## src/rtl/video_cmd_pkg.sv

```systemverilog
// Shared definitions for the video processor custom-instruction port:
// decoder field layout of dataA/dataB, opcodes, FSM encoding and defaults.
package video_cmd_pkg;

  localparam int CMD_W = 64;
  localparam int DEFAULT_HOLD_CYCLES = 4;

  // dataA layout as seen by the processor's decoder
  localparam int OPC_LSB  = 28;
  localparam int OPC_W    = 4;
  localparam int ADDR_LSB = 0;
  localparam int ADDR_W   = 16;

  localparam logic [OPC_W-1:0] OPC_BACKGROUND = 4'h1;
  localparam logic [OPC_W-1:0] OPC_SPRITE_REG = 4'h2;
  localparam logic [OPC_W-1:0] OPC_SPRITE_MEM = 4'h3;

  typedef enum logic [1:0] {
    ST_IDLE  = 2'd0,
    ST_ISSUE = 2'd1,
    ST_HOLD  = 2'd2
  } issue_state_e;

  function automatic logic [31:0] make_cmd_a(input logic [OPC_W-1:0] opc,
                                             input logic [ADDR_W-1:0] addr);
    logic [31:0] w;
    w = '0;
    w[OPC_LSB +: OPC_W]   = opc;
    w[ADDR_LSB +: ADDR_W] = addr;
    return w;
  endfunction

endpackage

```

## src/rtl/cmd_fifo.sv

```systemverilog
// Synchronous FIFO with registered full/empty and entry count; 0-cycle read of head.
// Pushes while full and pops while empty are ignored; the owner flags drops.
module cmd_fifo
  import video_cmd_pkg::*;
#(
  parameter int DEPTH = 16,
  parameter int WIDTH = CMD_W
) (
  input  logic                   clk,
  input  logic                   reset,
  input  logic                   push_vld,
  input  logic [WIDTH-1:0]       push_dat,
  input  logic                   pop_vld,
  output logic [WIDTH-1:0]       pop_dat,
  output logic                   full,
  output logic                   empty,
  output logic [$clog2(DEPTH):0] count
);

  localparam int AW = $clog2(DEPTH);
  localparam int CW = AW + 1;

  logic [WIDTH-1:0] mem [DEPTH];
  logic [AW-1:0]    wr_ptr;
  logic [AW-1:0]    rd_ptr;
  logic [CW-1:0]    count_nxt;
  logic             push_ok;
  logic             pop_ok;

  assign push_ok = push_vld && !full;
  assign pop_ok  = pop_vld && !empty;
  assign pop_dat = mem[rd_ptr];

  always_comb begin
    count_nxt = count;
    case ({push_ok, pop_ok})
      2'b10:   count_nxt = count + 1'b1;
      2'b01:   count_nxt = count - 1'b1;
      default: count_nxt = count;
    endcase
  end

  always_ff @(posedge clk) begin
    if (push_ok) mem[wr_ptr] <= push_dat;
  end

  // Pointers wrap naturally since DEPTH is a power of two; count tells full from empty.
  always_ff @(posedge clk or negedge reset) begin
    if (!reset) begin
      wr_ptr <= '0;
      rd_ptr <= '0;
      count  <= '0;
      full   <= 1'b0;
      empty  <= 1'b1;
    end else begin
      if (push_ok) wr_ptr <= wr_ptr + 1'b1;
      if (pop_ok)  rd_ptr <= rd_ptr + 1'b1;
      count <= count_nxt;
      full  <= (count_nxt == CW'(DEPTH));
      empty <= (count_nxt == '0);
    end
  end

endmodule

```

## src/rtl/video_cmd_issuer.sv

```systemverilog
// Queues {dataA,dataB} pairs and replays each as a start pulse plus HOLD_CYCLES of held operands.
// Push-to-start latency 2 cycles; issue stalls while the synchronized screen flag is set; drops on full set overflow.
module video_cmd_issuer
  import video_cmd_pkg::*;
#(
  parameter int DEPTH       = 16,
  parameter int HOLD_CYCLES = DEFAULT_HOLD_CYCLES,
  parameter int SYNC_STAGES = 2
) (
  input  logic                   clk,
  input  logic                   reset,
  input  logic                   wr_en,
  input  logic [31:0]            wr_dataA,
  input  logic [31:0]            wr_dataB,
  output logic                   full,
  output logic                   empty,
  output logic [$clog2(DEPTH):0] level,
  output logic                   overflow,
  input  logic                   clear_overflow,
  input  logic                   in_printtingScreen,
  output logic [31:0]            dataA,
  output logic [31:0]            dataB,
  output logic                   start,
  output logic                   clk_en,
  output logic                   busy
);

  localparam int HCW = (HOLD_CYCLES > 1) ? $clog2(HOLD_CYCLES) : 1;

  issue_state_e           state;
  issue_state_e           state_nxt;
  logic [HCW-1:0]         hold_cnt;
  logic [SYNC_STAGES-1:0] sync_q;
  logic                   screen;
  logic                   pop;
  logic [CMD_W-1:0]       head;

  cmd_fifo #(
    .DEPTH (DEPTH),
    .WIDTH (CMD_W)
  ) u_fifo (
    .clk      (clk),
    .reset    (reset),
    .push_vld (wr_en),
    .push_dat ({wr_dataA, wr_dataB}),
    .pop_vld  (pop),
    .pop_dat  (head),
    .full     (full),
    .empty    (empty),
    .count    (level)
  );

  assign screen = sync_q[SYNC_STAGES-1];
  assign pop    = (state == ST_IDLE) && !empty && !screen;

  always_ff @(posedge clk or negedge reset) begin
    if (!reset) state <= ST_IDLE;
    else        state <= state_nxt;
  end

  always_comb begin
    state_nxt = state;
    case (state)
      ST_IDLE:  if (pop) state_nxt = ST_ISSUE;
      ST_ISSUE: state_nxt = ST_HOLD;
      ST_HOLD:  if (hold_cnt == '0) state_nxt = ST_IDLE;
      default:  state_nxt = ST_IDLE;
    endcase
  end

  always_comb begin
    start  = (state == ST_ISSUE);
    clk_en = (state == ST_ISSUE) || (state == ST_HOLD);
    busy   = (state != ST_IDLE);
  end

  always_ff @(posedge clk or negedge reset) begin
    if (!reset) begin
      sync_q   <= '0;
      hold_cnt <= '0;
      dataA    <= '0;
      dataB    <= '0;
      overflow <= 1'b0;
    end else begin
      sync_q <= {sync_q[SYNC_STAGES-2:0], in_printtingScreen};
      if (pop) {dataA, dataB} <= head;
      if (state == ST_ISSUE)
        hold_cnt <= HCW'(HOLD_CYCLES - 1);
      else if (state == ST_HOLD && hold_cnt != '0)
        hold_cnt <= hold_cnt - 1'b1;
      // A dropped push wins over a simultaneous clear.
      if (wr_en && full)       overflow <= 1'b1;
      else if (clear_overflow) overflow <= 1'b0;
    end
  end

endmodule
```

## config.mk

```make
export PLATFORM = sky130hd
export DESIGN_NAME = video_cmd_issuer
export DESIGN_NICKNAME = d
export VERILOG_FILES = /design/src/rtl/video_cmd_pkg.sv /design/src/rtl/cmd_fifo.sv /design/src/rtl/video_cmd_issuer.sv
export SDC_FILE = /design/constraint.sdc
export NUM_CORES = 1
export LEC_CHECK = 0
export ABC_CLOCK_PERIOD_IN_PS = 3210
export BUFFER_PORTS_ARGS = -buffer_cell sky130_fd_sc_hd__buf_2
export CORE_AREA = 2 2 280 282
export CTS_CLUSTER_SIZE = 28
export DETAILED_ROUTE_END_ITERATION = 7
export DIE_AREA = 0 0 282 284
export GPL_TIMING_DRIVEN = 0
export HOLD_SLACK_MARGIN = 0.02
export PLACE_DENSITY_LB_ADDON = 0.1
export SLEW_MARGIN = 30
export SYNTH_ARGS = -nofsm -noshare
export SYNTH_HDL_FRONTEND = slang
export SYNTH_SLANG_ARGS = --single-unit
```

## constraint.sdc

```tcl
create_clock -name clk -period 3.21 [get_ports clk]
set_clock_uncertainty 0.15 [all_clocks]
set_input_delay 0.8025 -clock clk [delete_from_list [all_inputs] [get_ports clk]]
set_output_delay 0.8025 -clock clk [all_outputs]
set_load 0.005 [all_outputs]
```

==> flow_summary_export.csv, run 1 <==
group,metric,value,unit
floorplan,core_area,77000,sq um
synthesis,synthMuxAreaShare,17.2,%
grt,grt_pass1_vias,20500,
power_and_ir_drop,powerDensity,892,nW/um^2
critical_path,crit_fanout,10,
clock_network,cts_tree,"built",
floorplan,die_width,282,um
timing,setup_viol,0,
grt,grtUsageTotal,24.8,%
detailed_routing,detail-route-antenna-nets,0,
synthesis,ys_warn_count,0,
detailed_routing,drt_iter0_markers,2249,
synthesis,synth.largest_area_cell,"edfxtp_1",
critical_path,end_kind,"flip-flop",
detailed_routing,routed_wl,97100,um
synthesis,synth_cells,1833,
cells_and_area,layout_common_cells,"edfxtp_1, mux4_2, nand2_1, buf_2, clkbuf_16",
floorplan,dieHeight,284,um
floorplan,ios,144,
cells_and_area,synthToLayoutAreaGrowth,15.9,%
synthesis,synth_edf_count,1024,
power_and_ir_drop,cellLeakagePower,16.2,nW
clock_network,clk-insertion-delay-late,0.66,ns
cells_and_area,finalInstanceArea,48700,sq um
synthesis,synthAdderAreaFrac,0.357,%
timing,slew_viol_final,0,
detailed_routing,highest_layer,"met5",
clock_network,root_buffer,"clkbuf_16",
synthesis,synth.distinct_cells,43,
cells_and_area,seq_area,32900,sq um
power_and_ir_drop,cellInternalPower,30.9,mW
placement,io_buffers,143,
floorplan,initial_core_util,54.6,%
floorplan,die-area,80100,sq um
timing,worst_slack,0.0926,ns
run,maxCapViolCount,0,
critical_path,critPathLaunchType,"flip-flop",
synthesis,synth_top_family_by_area,"multiplexers",
grt,antenna_found_initial,8,
clock_network,cts.path.max_buffers,3,
critical_path,worstPathArrival,3.51,ns
power_and_ir_drop,p_switching,12.6,mW
cells_and_area,final_common_cell,"edfxtp_1",
clock_network,htreeDepth,3,
clock_network,clock_sinks,1110,
timing,fmax,321,MHz
timing,hold_viol,0,
synthesis,synth_xor_area_share,0.229,%
critical_path,worst-setup-path-type,"flip-flop to flip-flop",
synthesis,syn_nets,1914,
critical_path,crit_required,3.60,ns
synthesis,synth-simple-area-share,2.42,%
worst_hold_path,min_path_type,"primary input to flip-flop",
cells_and_area,multi_input_area,8800,sq um
synthesis,async_reset_ff_share,7.75,%
detailed_routing,remaining_drc_errors,0,
synthesis,synth_compound_area_share,0.473,%
timing,tightest_slew,0.938,ns
power_and_ir_drop,ir_worst_vdd,0.453,mV
grt,grt_start_max_net_pins,57,
detailed_routing,met3_length,6800,um
detailed_routing,firstDrtPassIters,5,
cells_and_area,drive_gt1_share,34.4,%
run_status,status,"finished, final reports clean",
clock_network,clk_pin_slew,0.06,ns
synthesis,yosys.area.top_type_share,73.2,%
power_and_ir_drop,clockPowerShare,29.1,%
power_and_ir_drop,pwr-share-comb,29.0,%
floorplan,num_rows,102,
clock_network,cts_made_buffers,109,
detailed_routing,vias,19900,
placement,gp_congestion,0.731,
grt,grt_pass1_wl,140000,um
timing,slew_headroom,37.4,%
timing,period_needed,3.12,ns
placement,pre_cts_slack,-0.429,ns
synthesis,post_synth.cell_area_avg,22.9,sq um
detailed_routing,met1Wirelength,40600,um
detailed_routing,met2_length,48200,um
synthesis,synthFlopType,"edfxtp_1",
synthesis,yosys-top-cells-area,"edfxtp_1, mux4_2, dfrtp_1",
detailed_routing,viasPerCell,6.10,
placement,placed_cell_area,44900,sq um
cells_and_area,num-nets-final,2206,
timing,period_share,97.1,%
synthesis,yosysSeqAreaShare,78.3,%
synthesis,netlist_area,42000,sq um
placement,place_hpwl,56700,um
power_and_ir_drop,swShare,28.9,%
detailed_routing,wire_per_inst,29.7,um
power_and_ir_drop,p_seq_share,42.0,%
grt,grt_overflow,0,
synthesis,ys_ff_latch,1110,
cells_and_area,fill_cells,5193,
-- path summary, 6_finish.rpt --
path / from / cells after the start / end / slack, ns
max: u_fifo.rd_ptr[0] / 7 / dataB[0] / 0.09
min: in_printtingScreen / 1 / sync_q[0] / 0.12
max reg2reg: u_fifo.rd_ptr[0] / 7 / dataB[0] / 0.09
min reg2reg: sync_q[0] / 0 / sync_q[1] / 0.21
max in group asynchronous: reset / 3 / u_fifo.empty / 1.75
min in group asynchronous: reset / 2 / dataA[7] / 0.46
-- layer usage --
metal  GRT usage [%]  up-vias
met1            36.7    10800
met4            5.60       10
li1                -     8226
met2            39.9      800
met5               0        -
met3            3.55      118
-- power groups by stage --
stage	logic, mW	clock network [mW]	registers, mW
after floorplan	8.04	0	18.4
after global placement	12.1	0	18.5
after detailed placement	12.5	0	18.5
after CTS	12.7	12.8	18.2
after global routing	13.5	13.4	18.4
final	12.6	12.6	18.2
-- state kept, by name, summed over array words and instances (netlist names) --
name	cells
dataA	32
dataB	32
hold_cnt	2
overflow	1
state	2
sync_q	2
u_fifo.count	5
u_fifo.empty	1
u_fifo.full	1
u_fifo.mem	1024
u_fifo.rd_ptr	4
u_fifo.wr_ptr	4
-- logic make-up after synthesis --
group,count (synthesis)
flip-flops,1110
multiplexers,322
AND/OR/NAND/NOR,246
buffers and inverters,104
AO/OA/AOI/OAI,28
adder cells (fa/ha/maj),12
XOR/XNOR,11
-- Yosys cell counts, types with 2 or more instances --
master,n
nor2_1,6
nor3_1,3
nand2b_1,2
a211oi_1,2
and2_1,16
xnor2_1,10
a2111oi_0,2
ha_1,12
nor2b_1,2
clkbuf_1,55
o31ai_1,3
buf_2,24
nand2_1,206
nand4_1,2
a31oi_1,2
inv_1,9
edfxtp_1,1024
nor3b_1,3
a21oi_1,3
dfrtp_1,85
nor4_1,2
mux4_2,320
o21ai_0,8
buf_1,13
-- layout make-up --
cell class / count / share of cell area [%]
Tap cell: 1040 / 2.67
Multi-Input combinational cell: 619 / 18.1
Clock buffer: 151 / 6.28
Timing Repair Buffer: 183 / 3.14
Inverter: 11 / 0.110
Buffer: 91 / 1.07
Clock inverter: 56 / 1.06
Antenna cell: 4 / 0.0206
Sequential cell: 1110 / 67.6
-- metrics by stage --
step                setup TNS, ns  utilization, %  hold slack [ns]  cells  power [mW]
finish                          0            63.3            0.119   3265        43.4
global route              -0.0575            63.3           0.0919   3263        45.2
CTS                        -0.293            63.1           0.0860   3258        43.8
detailed placement         -41.70            58.3            0.186   3049        31.1
global placement         -1081.78            57.3            0.185   3016        30.6
floorplan                       0               -            0.181   1833        26.5
-- critical path: stages (launching register included) --
cell	delay, ns
dfrtp_1	0.36
clkbuf_1	0.38
buf_2	0.41
clkbuf_4	0.40
mux4_2	0.55
mux4_2	0.48
nand2_1	0.19
nand2_1	0.08
-- what timing repair did --
action,4_1_cts,5_1_grt
hold buffers,1,0
endpoints found under the setup margin,67,46
setup buffers,2,4
endpoints found under the hold margin,30,0
pin swaps,3,3
gates resized for setup,46,33
Note: power is estimated with default switching activity, not from simulation.
==> inputs of run 2 (changes only) <==
--- a/config.mk
+++ b/config.mk
@@ -7,10 +7,10 @@
 export LEC_CHECK = 0
 export ABC_CLOCK_PERIOD_IN_PS = 3210
 export BUFFER_PORTS_ARGS = -buffer_cell sky130_fd_sc_hd__buf_2
-export CORE_AREA = 2 2 280 282
+export CORE_AREA = 2 2 378 380
 export CTS_CLUSTER_SIZE = 28
 export DETAILED_ROUTE_END_ITERATION = 7
-export DIE_AREA = 0 0 282 284
+export DIE_AREA = 0 0 380 382
 export GPL_TIMING_DRIVEN = 0
 export HOLD_SLACK_MARGIN = 0.02
 export PLACE_DENSITY_LB_ADDON = 0.1
==> run 2 against run 1 <==
Clock power increased by 10%. Non-clock buffer count up 16. Global-route usage down 8.8 points. Largest power group unchanged.
==> flow_summary_export.csv, run 2 (synthesis gave the netlist of run 1 again) <==
group,metric,value,unit
power_and_ir_drop,ir_worst_vdd,0.559,mV
timing,hold_viol,0,
clock_network,root_buffer,"clkbuf_16",
clock_network,cts.path.max_buffers,3,
critical_path,critPathTopFamily,"simple AND/OR/NAND/NOR gates",
timing,period_needed,3.11,ns
floorplan,dieHeight,382,um
detailed_routing,detail-route-antenna-nets,0,
critical_path,cp_num_cells,12,
clock_network,cts_tree,"built",
clock_network,clk-insertion-delay-late,0.76,ns
critical_path,worst-setup-path-type,"flip-flop to flip-flop",
grt,grt_overflow,0,
critical_path,r2r_cells,12,
timing,period_share,96.8,%
grt,antenna_found_initial,21,
critical_path,crit_path_cell_trace,"inv_2, ha_4, or3b_4, buf_12, clkinv_8, nand2_4, xnor2_2, ha_2, a31oi_1, o32a_1, or4_4, a221oi_2",
floorplan,initial_core_util,29.8,%
clock_network,cts_made_buffers,130,
grt,grt_pass1_wl,163000,um
cells_and_area,final_cell_count_no_fill,4162,
placement,place_inst,3907,
timing,slew_viol_final,0,
detailed_routing,drt_iter0_markers,1447,
timing,setup_viol,0,
floorplan,die-area,145000,sq um
clock_network,clk_pin_slew,0.05,ns
clock_network,htreeDepth,4,
timing,rsz0062_at_grt,"false",
power_and_ir_drop,finalPower,45.4,mW
cells_and_area,synthToLayoutAreaGrowth,20.1,%
floorplan,core_area,141000,sq um
critical_path,worstPathArrival,3.61,ns
cells_and_area,final_common_cell,"edfxtp_1",
detailed_routing,vias,19900,
placement,io_buffers,143,
placement,gp_congestion,0.689,
run_status,status,"finished, final reports clean",
placement,place_hpwl,69800,um
power_and_ir_drop,cellLeakagePower,16.6,nW
detailed_routing,wire_per_inst,27.6,um
detailed_routing,routed_wl,115000,um
cells_and_area,largest_reg_flops,1024,
run,maxCapViolCount,0,
critical_path,crit_buf_inv,3,
cells_and_area,reg_top3,"u_fifo.mem x1024, dataA x32, dataB x32",
worst_hold_path,min_path_type,"primary input to flip-flop",
grt,grtUsageTotal,16.0,%
power_and_ir_drop,powerDensity,899,nW/um^2
grt,grt_pass1_vias,21300,
worst_hold_path,holdPathStages,2,
floorplan,ios,144,
timing,fin_tns_setup,0,ns
cells_and_area,finalInstanceArea,50500,sq um
timing,tightest_slew,1.03,ns
critical_path,cp_slowest_stage_delay,0.50,ns
detailed_routing,firstDrtPassIters,5,
cells_and_area,num-nets-final,2243,
critical_path,critPathLaunchType,"flip-flop",
clock_network,clock_sinks,1110,
timing,slew_headroom,31.5,%
critical_path,end_kind,"flip-flop",
cells_and_area,top_register,"u_fifo.mem",
grt,grt_start_max_net_pins,45,
cells_and_area,drive_gt1_share,35.6,%
floorplan,num_rows,138,
detailed_routing,remaining_drc_errors,0,
timing,fmax,322,MHz
critical_path,crit_required,3.72,ns
critical_path,critical_path.slowest_cell,"or4_4",
cells_and_area,layout_common_cells,"edfxtp_1, mux4_2, nand2_1, buf_2, clkbuf_16",
placement,placed_cell_area,46100,sq um
critical_path,crit_fanout,5,
detailed_routing,viasPerCell,4.77,
floorplan,die_width,380,um
timing,whs,0.0995,ns
==> run 2: cell type report <==
cell class	count	area (sq um)
Clock inverter	62	429
Clock buffer	174	3560
Fill cell	13100	90400
Inverter	11	53.8
Timing Repair Buffer	198	1750
Sequential cell	1110	32900
Multi-Input combinational cell	619	8840
Antenna cell	6	15.0
Buffer	92	544
Tap cell	1890	2360
==> run 2: final timing paths <==
kind                           startpoint  slack (ns)      endpoint
min in group asynchronous           reset        0.47      dataA[7]
hold / removal             clear_overflow         0.1      overflow
hold reg to reg                 sync_q[0]        0.21     sync_q[1]
max in group asynchronous           reset        1.76  u_fifo.empty
setup reg to reg                 state[0]        0.10   u_fifo.full
setup / recovery                 state[0]        0.10   u_fifo.full
==> run 2: worst register-to-register path, cell delays in order, from the launching register on <==
cell	delay (ns)
dfrtp_1	0.39
inv_2	0.10
ha_4	0.15
or3b_4	0.39
buf_12	0.15
clkinv_8	0.07
nand2_4	0.06
xnor2_2	0.17
ha_2	0.22
a31oi_1	0.09
o32a_1	0.34
or4_4	0.50
a221oi_2	0.24
==> run 2: where the power goes <==
| group | total (mW) | leakage, nW | internal, mW | switching [mW] |
|---|---|---|---|---|
| Combinational | 13.3 | 4.31 | 6.00 | 7.26 |
| Clock | 13.9 | 1.96 | 7.98 | 5.88 |
| Sequential | 18.3 | 10.3 | 17.7 | 0.582 |
==> run 2: routing by layer <==
layer	part of all wire, %	vias up	wire, um	GRT usage, %
met5	0.045	-	52	0
met4	1.6	10	1880	4.11
met3	4.9	145	5690	3.33
met2	49	443	56300	26.3
met1	44	10900	51200	21.8
li1	-	8329	-	-
==> run 2: metrics by stage <==
step	util, %	setup WS, ns
2_1_floorplan	-	0.103
3_3_place_gp	32.0	-1.52
3_5_place_dp	32.7	-0.912
4_1_cts	35.8	-0.0412
5_1_grt	35.8	0.000388
6_report	35.8	0.104
==> run 2: timing repair <==
action,4_1_cts,5_1_grt
setup endpoints to repair,69,215
hold endpoints to repair,44,0
buffers inserted,9,3
resized for setup,68,23
hold buffers,2,0
gates cloned,0,0
pin swaps,4,3
